==> src/rtl/uc_pkg.sv <==
// Shared constants, state encoding and control bundle for the microcontroller
// control unit and its instruction decoder.
package uc_pkg;

   localparam logic [5:0] OP_LI   = 6'b000000;
   localparam logic [5:0] OP_J    = 6'b000100;
   localparam logic [5:0] OP_JZ   = 6'b000101;
   localparam logic [5:0] OP_JNZ  = 6'b000110;
   localparam logic [5:0] OP_HALT = 6'b000111;
   localparam int         OP_ALU_BIT = 5;

   localparam logic [2:0] ALU_PASS_A = 3'b000;
   localparam logic [2:0] ALU_NOT_A  = 3'b001;
   localparam logic [2:0] ALU_ADD    = 3'b010;
   localparam logic [2:0] ALU_SUB    = 3'b011;
   localparam logic [2:0] ALU_AND    = 3'b100;
   localparam logic [2:0] ALU_OR     = 3'b101;
   localparam logic [2:0] ALU_NEG_A  = 3'b110;
   localparam logic [2:0] ALU_NEG_B  = 3'b111;

   typedef enum logic [1:0] {
      IDLE      = 2'd0,
      RUN       = 2'd1,
      STEP_EXEC = 2'd2,
      HALTED    = 2'd3
   } uc_state_e;

   typedef struct packed {
      logic       s_inc;
      logic       s_inm;
      logic       we3;
      logic       wez;
      logic [2:0] op;
      logic       is_halt;
   } uc_ctrl_t;

   // Safe control word: no writes, PC sequential, ALU idle.
   function automatic uc_ctrl_t uc_idle_ctrl();
      uc_ctrl_t c;
      c.s_inc   = 1'b1;
      c.s_inm   = 1'b0;
      c.we3     = 1'b0;
      c.wez     = 1'b0;
      c.op      = ALU_PASS_A;
      c.is_halt = 1'b0;
      return c;
   endfunction

endpackage

==> src/rtl/uc_decod.sv <==
// Combinational instruction decoder: opcode and zero flag to datapath controls.
module uc_decod
   import uc_pkg::*;
(
   input  logic [5:0] i_opcode,
   input  logic       i_z,
   output uc_ctrl_t   o_ctrl
);

   always_comb begin
      o_ctrl = uc_idle_ctrl();
      if (i_opcode[OP_ALU_BIT]) begin
         o_ctrl.op  = i_opcode[4:2];
         o_ctrl.we3 = 1'b1;
         o_ctrl.wez = 1'b1;
      end else begin
         case (i_opcode)
            OP_LI: begin
               o_ctrl.s_inm = 1'b1;
               o_ctrl.we3   = 1'b1;
            end
            OP_J:    o_ctrl.s_inc   = 1'b0;
            OP_JZ:   o_ctrl.s_inc   = ~i_z;
            OP_JNZ:  o_ctrl.s_inc   = i_z;
            OP_HALT: o_ctrl.is_halt = 1'b1;
            default: o_ctrl.s_inc   = 1'b1;
         endcase
      end
   end

endmodule

==> src/rtl/uc_ciclo.sv <==
// Sequencing control unit: run / single-step / halt FSM around the decoder,
// with PC hold, step acknowledge and a retired-instruction counter.
module uc_ciclo
   import uc_pkg::*;
#(
   parameter int CNT_W = 16
) (
   input  logic             clk,
   input  logic             reset,
   input  logic [5:0]       Opcode,
   input  logic             z,
   input  logic             run,
   input  logic             step,
   output logic             s_inc,
   output logic             s_inm,
   output logic             we3,
   output logic             wez,
   output logic [2:0]       Op,
   output logic             pc_hold,
   output logic             halted,
   output logic             step_ack,
   output logic [CNT_W-1:0] icount
);

   uc_state_e        r_state, w_next;
   logic             r_step_prev;
   logic             r_step_ack;
   logic [CNT_W-1:0] r_icount;
   uc_ctrl_t         w_dec;
   logic             w_exec;
   logic             w_step_rise;

   uc_decod u_decod (
      .i_opcode (Opcode),
      .i_z      (z),
      .o_ctrl   (w_dec)
   );

   assign w_step_rise = step & ~r_step_prev;

   always_ff @(posedge clk or posedge reset) begin
      if (reset) r_state <= IDLE;
      else       r_state <= w_next;
   end

   always_comb begin
      w_next = r_state;
      w_exec = 1'b0;
      case (r_state)
         IDLE: begin
            if (run)              w_next = RUN;
            else if (w_step_rise) w_next = STEP_EXEC;
         end
         RUN: begin
            if (run) begin
               w_exec = 1'b1;
               w_next = w_dec.is_halt ? HALTED : RUN;
            end else begin
               w_next = IDLE;
            end
         end
         STEP_EXEC: begin
            w_exec = 1'b1;
            w_next = w_dec.is_halt ? HALTED : IDLE;
         end
         HALTED:  w_next = HALTED;
         default: w_next = IDLE;
      endcase
   end

   // Step edge history is tracked in every state so edges seen elsewhere are dropped.
   always_ff @(posedge clk or posedge reset) begin
      if (reset) begin
         r_step_prev <= 1'b0;
         r_step_ack  <= 1'b0;
         r_icount    <= '0;
      end else begin
         r_step_prev <= step;
         r_step_ack  <= (r_state == STEP_EXEC);
         if (w_exec) r_icount <= r_icount + 1'b1;
      end
   end

   always_comb begin
      s_inc   = 1'b1;
      s_inm   = 1'b0;
      we3     = 1'b0;
      wez     = 1'b0;
      Op      = ALU_PASS_A;
      pc_hold = 1'b1;
      if (w_exec) begin
         s_inc   = w_dec.s_inc;
         s_inm   = w_dec.s_inm;
         we3     = w_dec.we3;
         wez     = w_dec.wez;
         Op      = w_dec.op;
         pc_hold = w_dec.is_halt;
      end
   end

   assign halted   = (r_state == HALTED);
   assign step_ack = r_step_ack;
   assign icount   = r_icount;

endmodule

==> config.mk <==
export PLATFORM = sky130hd
export DESIGN_NAME = uc_ciclo
export DESIGN_NICKNAME = d
export VERILOG_FILES = /design/src/rtl/uc_pkg.sv /design/src/rtl/uc_decod.sv /design/src/rtl/uc_ciclo.sv
export SDC_FILE = /design/constraint.sdc
export NUM_CORES = 1
export LEC_CHECK = 0
export CORE_ASPECT_RATIO = 0.8
export CORE_MARGIN = 5
export CORE_UTILIZATION = 40
export CTS_CLUSTER_DIAMETER = 120
export DETAILED_ROUTE_END_ITERATION = 12
export DONT_BUFFER_PORTS = 1
export GPL_ROUTABILITY_DRIVEN = 0
export PLACE_DENSITY = 0.63
export SYNTH_ARGS = -nofsm -noshare
export SYNTH_HDL_FRONTEND = slang
export SYNTH_SLANG_ARGS = --single-unit
==> constraint.sdc <==
create_clock -name clk -period 2.3 [get_ports clk]
set_input_delay 0.46 -clock clk [delete_from_list [all_inputs] [get_ports clk]]
set_output_delay 0.46 -clock clk [all_outputs]
set_load 0.02 [all_outputs]
==> results of run 1 <==
==> sequential cells by signal, summed over array words and instances (netlist names) <==
signal	flops
r_step_prev	1
r_state	2
step_ack	1
icount	16
==> synth_stat cells <==
master / number
buf_2: 1
nor2_1: 3
and3_1: 3
xnor2_1: 10
and2_1: 4
nand3_1: 4
xor2_1: 5
dfrtp_1: 20
mux2i_1: 1
a21o_1: 1
and4_1: 1
nor3_2: 1
nand3b_1: 1
nor2_2: 1
nor3b_1: 1
nand2b_1: 2
a311oi_1: 1
o41ai_2: 1
inv_2: 1
nand4_2: 1
mux2_1: 1
o22a_1: 1
o21ai_0: 1
nor4_1: 1
o22ai_1: 1
inv_1: 4
nor3_1: 1
a21oi_2: 1
ha_1: 6
nand4_1: 6
nor3b_4: 1
nand2_1: 10
==> critical path, stage by stage (launching register included) <==
cell     delay [ns]
dfrtp_1        0.44
inv_2          0.14
ha_4           0.15
a21o_1         0.13
and2_4         0.15
nand2_2        0.06
o41ai_2        0.28
buf_4          0.19
==> per-layer routing <==
metal	track usage, %	part of all wire (%)
met5	0	0
met4	2.02	0.45
met3	5.66	6.4
met2	20.0	49
met1	16.0	44
==> report_power, final <==
| group | leakage (nW) | switching [mW] | internal [mW] |
|---|---|---|---|
| Sequential | 0.259 | 0.152 | 0.422 |
| Combinational | 0.296 | 0.320 | 0.271 |
| Clock | 0.0279 | 0.113 | 0.176 |
| Total | 0.583 | 0.585 | 0.869 |
==> worst min path at each step <==
stage | cells after the start | slack (ns) | start | to
2_1_floorplan | 1 | 0.42 | reset | icount[0]
3_3_place_gp | 0 | 0.49 | step | r_step_prev
3_5_place_dp | 0 | 0.49 | step | r_step_prev
4_1_cts | 0 | 0.16 | step | r_step_prev
5_1_grt | 0 | 0.14 | step | r_step_prev
6_report | 1 | 0.16 | reset | r_state[1]
==> logic make-up (layout without fill, tap and decap cells) <==
group	count (synthesis)	in the layout	share of synthesized area (%)
xor gates and xnor gates	15	15	12.4
muxes	2	2	2.01
AOI/OAI and AO/OA	7	7	5.79
adders and majority gates	6	6	7.09
buffers and inverters	6	16	2.24
and+or+nand+nor	41	41	23.2
DFF	20	20	47.3
==> area by class of cell <==
| cell class | count | area (sq um) |
|---|---|---|
| Clock buffer | 3 | 22.5 |
| Timing Repair Buffer | 7 | 52.6 |
| Fill cell | 249 | 1230 |
| Sequential cell | 20 | 500 |
| Multi-Input combinational cell | 71 | 584 |
| Clock inverter | 1 | 30.0 |
| Tap cell | 36 | 45.0 |
| Inverter | 5 | 18.8 |
==> what timing repair did <==
action,CTS,global route
gates resized for setup,4,11
pin swaps,0,4
endpoints found under the setup margin,5,6
setup buffers,1,3
==> per-stage QoR <==
| stage | setup WS (ns) | hold slack (ns) | total power, mW | TNS (ns) | std cells |
|---|---|---|---|---|---|
| 3_5_place_dp | 0.323 | 0.492 | 1.03 | 0 | 135 |
| 5_1_grt | -0.101 | 0.143 | 1.54 | -0.112 | 143 |
| 4_1_cts | 0.0148 | 0.158 | 1.34 | 0 | 140 |
| 3_3_place_gp | 0.334 | 0.492 | 1.01 | 0 | 135 |
| 6_report | -0.00490 | 0.155 | 1.45 | -0.00490 | 143 |
| 2_1_floorplan | 0.0574 | 0.424 | 0.920 | 0 | 97 |
==> results.yml, run 1 <==
run_status:
  outcome: "finished, violations left"
  failed_checks: "setup timing"
global_route:
  antenna_found_initial: 0
  grt_pass1_vias: 772
  grt_max_degree: 21
  grt_overflow_total: 0
  grt_pass1_wl_mm: 3.71
  grtUsageTotal_pct: 12.7
layout:
  drive_gt1_share_pct: 26.2
  utilization_pct: 50.5
  antennaDiodeCount: 0
  area_delta_synth_final_pct: 18.4
  stdcell_area_sq_um: 1250
  final_common_cell: "dfrtp_1"
  layout_common_cells: "20 x dfrtp_1, 10 x xnor2_1, 9 x nand2_1"
  final_net_count: 125
cts:
  cts_hold_buf: 0
  insertion_delay_ns: 0.30
  htreeDepth: 1
  cts_num_sinks: 20
  cts-root-buf: "clkbuf_4"
  cts-buffers-inserted: 3
  clkTransAtPathRegs_ns: 0.12
  cts_tree: "built"
  cts_buffer_depth: 2
yosys:
  synthCells: 97
  yosysTopAreaCell: "dfrtp_1"
  seq_area_frac_synth_pct: 47.3
  synthTopCellsByArea: "dfrtp_1 47%, xnor2_1 8.3%, ha_1 7.1%"
  yosys.area.top_type_share_pct: 47.3
  syn_nets: 114
  synth-seq-cells: 20
  synth_cell_type_count: 32
  ys.warnings.count: 0
  syn-cell-area_sq_um: 1060
  avgSynthCellArea_sq_um: 10.9
placed_design:
  dp_hpwl_mm: 1.60
  portBuffers: 0
  dpl_cell_area_sq_um: 1120
worst_setup_path:
  worstPathArrival_ns: 1.84
  critical_path.endpoint: "we3"
  worst_r2r_path_depth: 6
  cp_max_fo: 4
  start_kind: "register"
  startpoint: "r_state[1]"
  r2r-start: "r_state[1]"
  timing.rr.end: "icount[7]"
  r2r_slack_ns: 0.54
  worstSetupPathType: "register to output port"
  crit_required_ns: 1.84
  worst_setup_path_end_kind: "output port"
timing:
  tightest_slew_ns: 0.749
  fmax_mhz: 434
  rsz0062_at_grt: "yes"
  min_period_over_period_pct: 100
  final-max-slew-violation-count: 0
  fin_ws_ns: -0.00490
  finalSetupViolCount: 1
  relSlewSlack_pct: 50.0
  skew_ns: 0.0115
  min_period_ns: 2.30
  final-hold-violation-count: 0
floorplanning:
  core_sq_um: 2480
  die_area_sq_um: 3780
  start_util_pct: 42.6
  num_rows: 16
  die_h_um: 56.0
  io_pins: 37
  die_w_um: 67.5
pwr:
  vdd_drop_max_uv: 689
  cellPowerDensity_nw_per_um2: 1160
  leakagePower_nw: 0.583
drt:
  drt-total-wl_mm: 2.22
  vias: 741
  antenna_left: 0
  post_drt_via_cell_ratio: 5.18
  route.detailed.drc: 0
  drt_iter0_drc: 28
  wl_per_cell_um: 15.5
  dr.pass1.iters: 4
flow_run:
  maxCapViolations: 0
hold_path:
  min_path_type: "input pin to asynchronous set/reset pin"
Note: power is estimated with default switching activity, not from simulation.
==> run 2: changes to the inputs <==
SETUP_SLACK_MARGIN = 0.1   (was default)
==> run 2 against run 1 <==
- combinational power increased by 9.8%
- sequential power about the same
- critical path type unchanged
- the flow now finishes without violations
- largest cell class unchanged
- clock power decreased by 1%
- critical endpoint is now s_inm
==> results.yml, run 2 (synthesized netlist as in run 1, its figures left out) <==
drt:
  route.detailed.drc: 0
  drt_iter0_drc: 38
  wl_per_cell_um: 15.4
  post_drt_via_cell_ratio: 5.14
  vias: 756
  drt-total-wl_mm: 2.26
  wl_met3_um: 183
  antenna_left: 0
  routed.top_layer: "met4"
  dr.pass1.iters: 4
  m1WireLength_um: 977
  wl_met2_mm: 1.08
floorplanning:
  die_h_um: 56.0
  io_pins: 37
  die_w_um: 67.5
  num_rows: 16
  start_util_pct: 42.6
  core_sq_um: 2480
  die_area_sq_um: 3780
worst_setup_path:
  worst_setup_path_end_kind: "output port"
  r2r-start: "r_state[1]"
  start_kind: "register"
  timing.rr.end: "icount[7]"
  worst_r2r_path_depth: 6
  crit_required_ns: 1.84
  worstSetupPathType: "register to output port"
  cp_max_fo: 5
  worstPathArrival_ns: 1.83
  r2r_slack_ns: 0.56
pwr:
  p_total_mw: 1.51
  intPower_mw: 0.909
  vdd_drop_max_uv: 628
  p_sw_share_pct: 39.7
  combPwrFrac_pct: 43.1
  cellPowerDensity_nw_per_um2: 1140
  power.switching_mw: 0.598
  power_frac_clock_pct: 18.9
  leakagePower_nw: 0.628
  seqPwrFrac_pct: 38.0
cts:
  cts_tree: "built"
  clkTransAtPathRegs_ns: 0.12
  cts-buffers-inserted: 3
  cts-root-buf: "clkbuf_4"
  htreeDepth: 1
  cts_hold_buf: 0
  cts_buffer_depth: 2
  insertion_delay_ns: 0.30
  cts_num_sinks: 20
hold_path:
  min_path_type: "input pin to asynchronous set/reset pin"
timing:
  skew_ns: 0.0102
  min_period_ns: 2.29
  fmax_mhz: 437
  min_period_over_period_pct: 99.4
  relSlewSlack_pct: 49.9
  final-hold-violation-count: 0
  tightest_slew_ns: 0.751
  finalSetupViolCount: 0
  rsz0062_at_grt: "yes"
  final-max-slew-violation-count: 0
  finalSetupTns_ns: 0
run_status:
  outcome: "completed"
global_route:
  grt_pass1_vias: 761
  grt_max_degree: 21
  grtUsageTotal_pct: 12.4
  grt_overflow_total: 0
  grt_pass1_wl_mm: 3.58
  antenna_found_initial: 0
layout:
  drive_gt1_share_pct: 30.6
  area_delta_synth_final_pct: 25.1
  antennaDiodeCount: 0
  utilization_pct: 53.3
  final_cells: 147
  largest_register_ffs: 16
  nFillCells: 234
  final_net_count: 129
  layout_common_cells: "20 x dfrtp_1, 10 x xnor2_1, 10 x buf_4"
  final_common_cell: "dfrtp_1"
placed_design:
  portBuffers: 0
  dp_cells: 135
  dp_hpwl_mm: 1.54
flow_run:
  maxCapViolations: 0
## run 2: cell count changes in the layout (fill, tap and decap cells not counted), sizes merged
cell / before / now
buf: 7 / 11
## run 2: final cells by class
class | count | area (sq um) | area share [%]
Sequential cell | 20 | 500 | 37.8
Clock buffer | 3 | 22.5 | 1.70
Clock inverter | 1 | 30.0 | 2.27
Inverter | 5 | 21.3 | 1.61
Tap cell | 36 | 45.0 | 3.40
Timing Repair Buffer | 11 | 86.3 | 6.52
Multi-Input combinational cell | 71 | 618 | 46.7
## run 2: per-stage QoR
step / instance area (sq um) / hold slack, ns / setup slack, ns
6_report: 1320 / 0.160 / 0.0133
5_1_grt: 1320 / 0.127 / -0.0963
4_1_cts: 1290 / 0.157 / 0.0313
3_5_place_dp: 1130 / 0.492 / 0.201
3_3_place_gp: 1130 / 0.492 / 0.260
2_1_floorplan: 1060 / 0.424 / 0.220
## run 2: power by group through the flow
stage | registers, mW | logic [mW] | clock network, mW
after floorplan | 0.560 | 0.361 | 0
after global placement | 0.580 | 0.431 | 0
after detailed placement | 0.581 | 0.441 | 0
after CTS | 0.570 | 0.616 | 0.292
after global routing | 0.588 | 0.703 | 0.313
final | 0.573 | 0.649 | 0.285
## run 2: per-layer routing
metal  up-vias  GRT usage (%)
met4         0           3.18
li1        364              -
met3         4           6.26
met2        26           17.3
met1       362           16.7
met5         -              0
## run 2: worst max-delay path by stage
stage	startpoint	cells after the start	endpoint	slack [ns]
floorplan	r_state[1]	7	we3	0.22
global placement	r_state[1]	7	Op[1]	0.26
detailed placement	r_state[1]	7	Op[0]	0.20
CTS	r_state[1]	7	we3	0.03
global route	r_state[1]	8	s_inm	-0.1
finish	r_state[1]	8	s_inm	0.01
## run 2: what timing repair did
action | in CTS | in global routing
gates cloned | 0 | 0
buffers inserted | 8 | 0
pin swaps | 4 | 4
endpoints found under the setup margin | 6 | 5
resized for setup | 16 | 5
## run 2: critical path: stages (launching register included)
cell and delay, ns:
dfrtp_1 0.43, inv_2 0.13, ha_4 0.15, a21o_1 0.12, and2_4 0.18, nand2_4 0.07
buf_6 0.14, nor4_4 0.12, buf_4 0.18
==> run 3: changes to the inputs <==
CTS_BUF_LIST = sky130_fd_sc_hd__clkbuf_4 sky130_fd_sc_hd__clkbuf_8 sky130_fd_sc_hd__clkbuf_16   (was default)
==> results of run 3 <==
Final layout, timing and power as in run 2 (identical DEF).
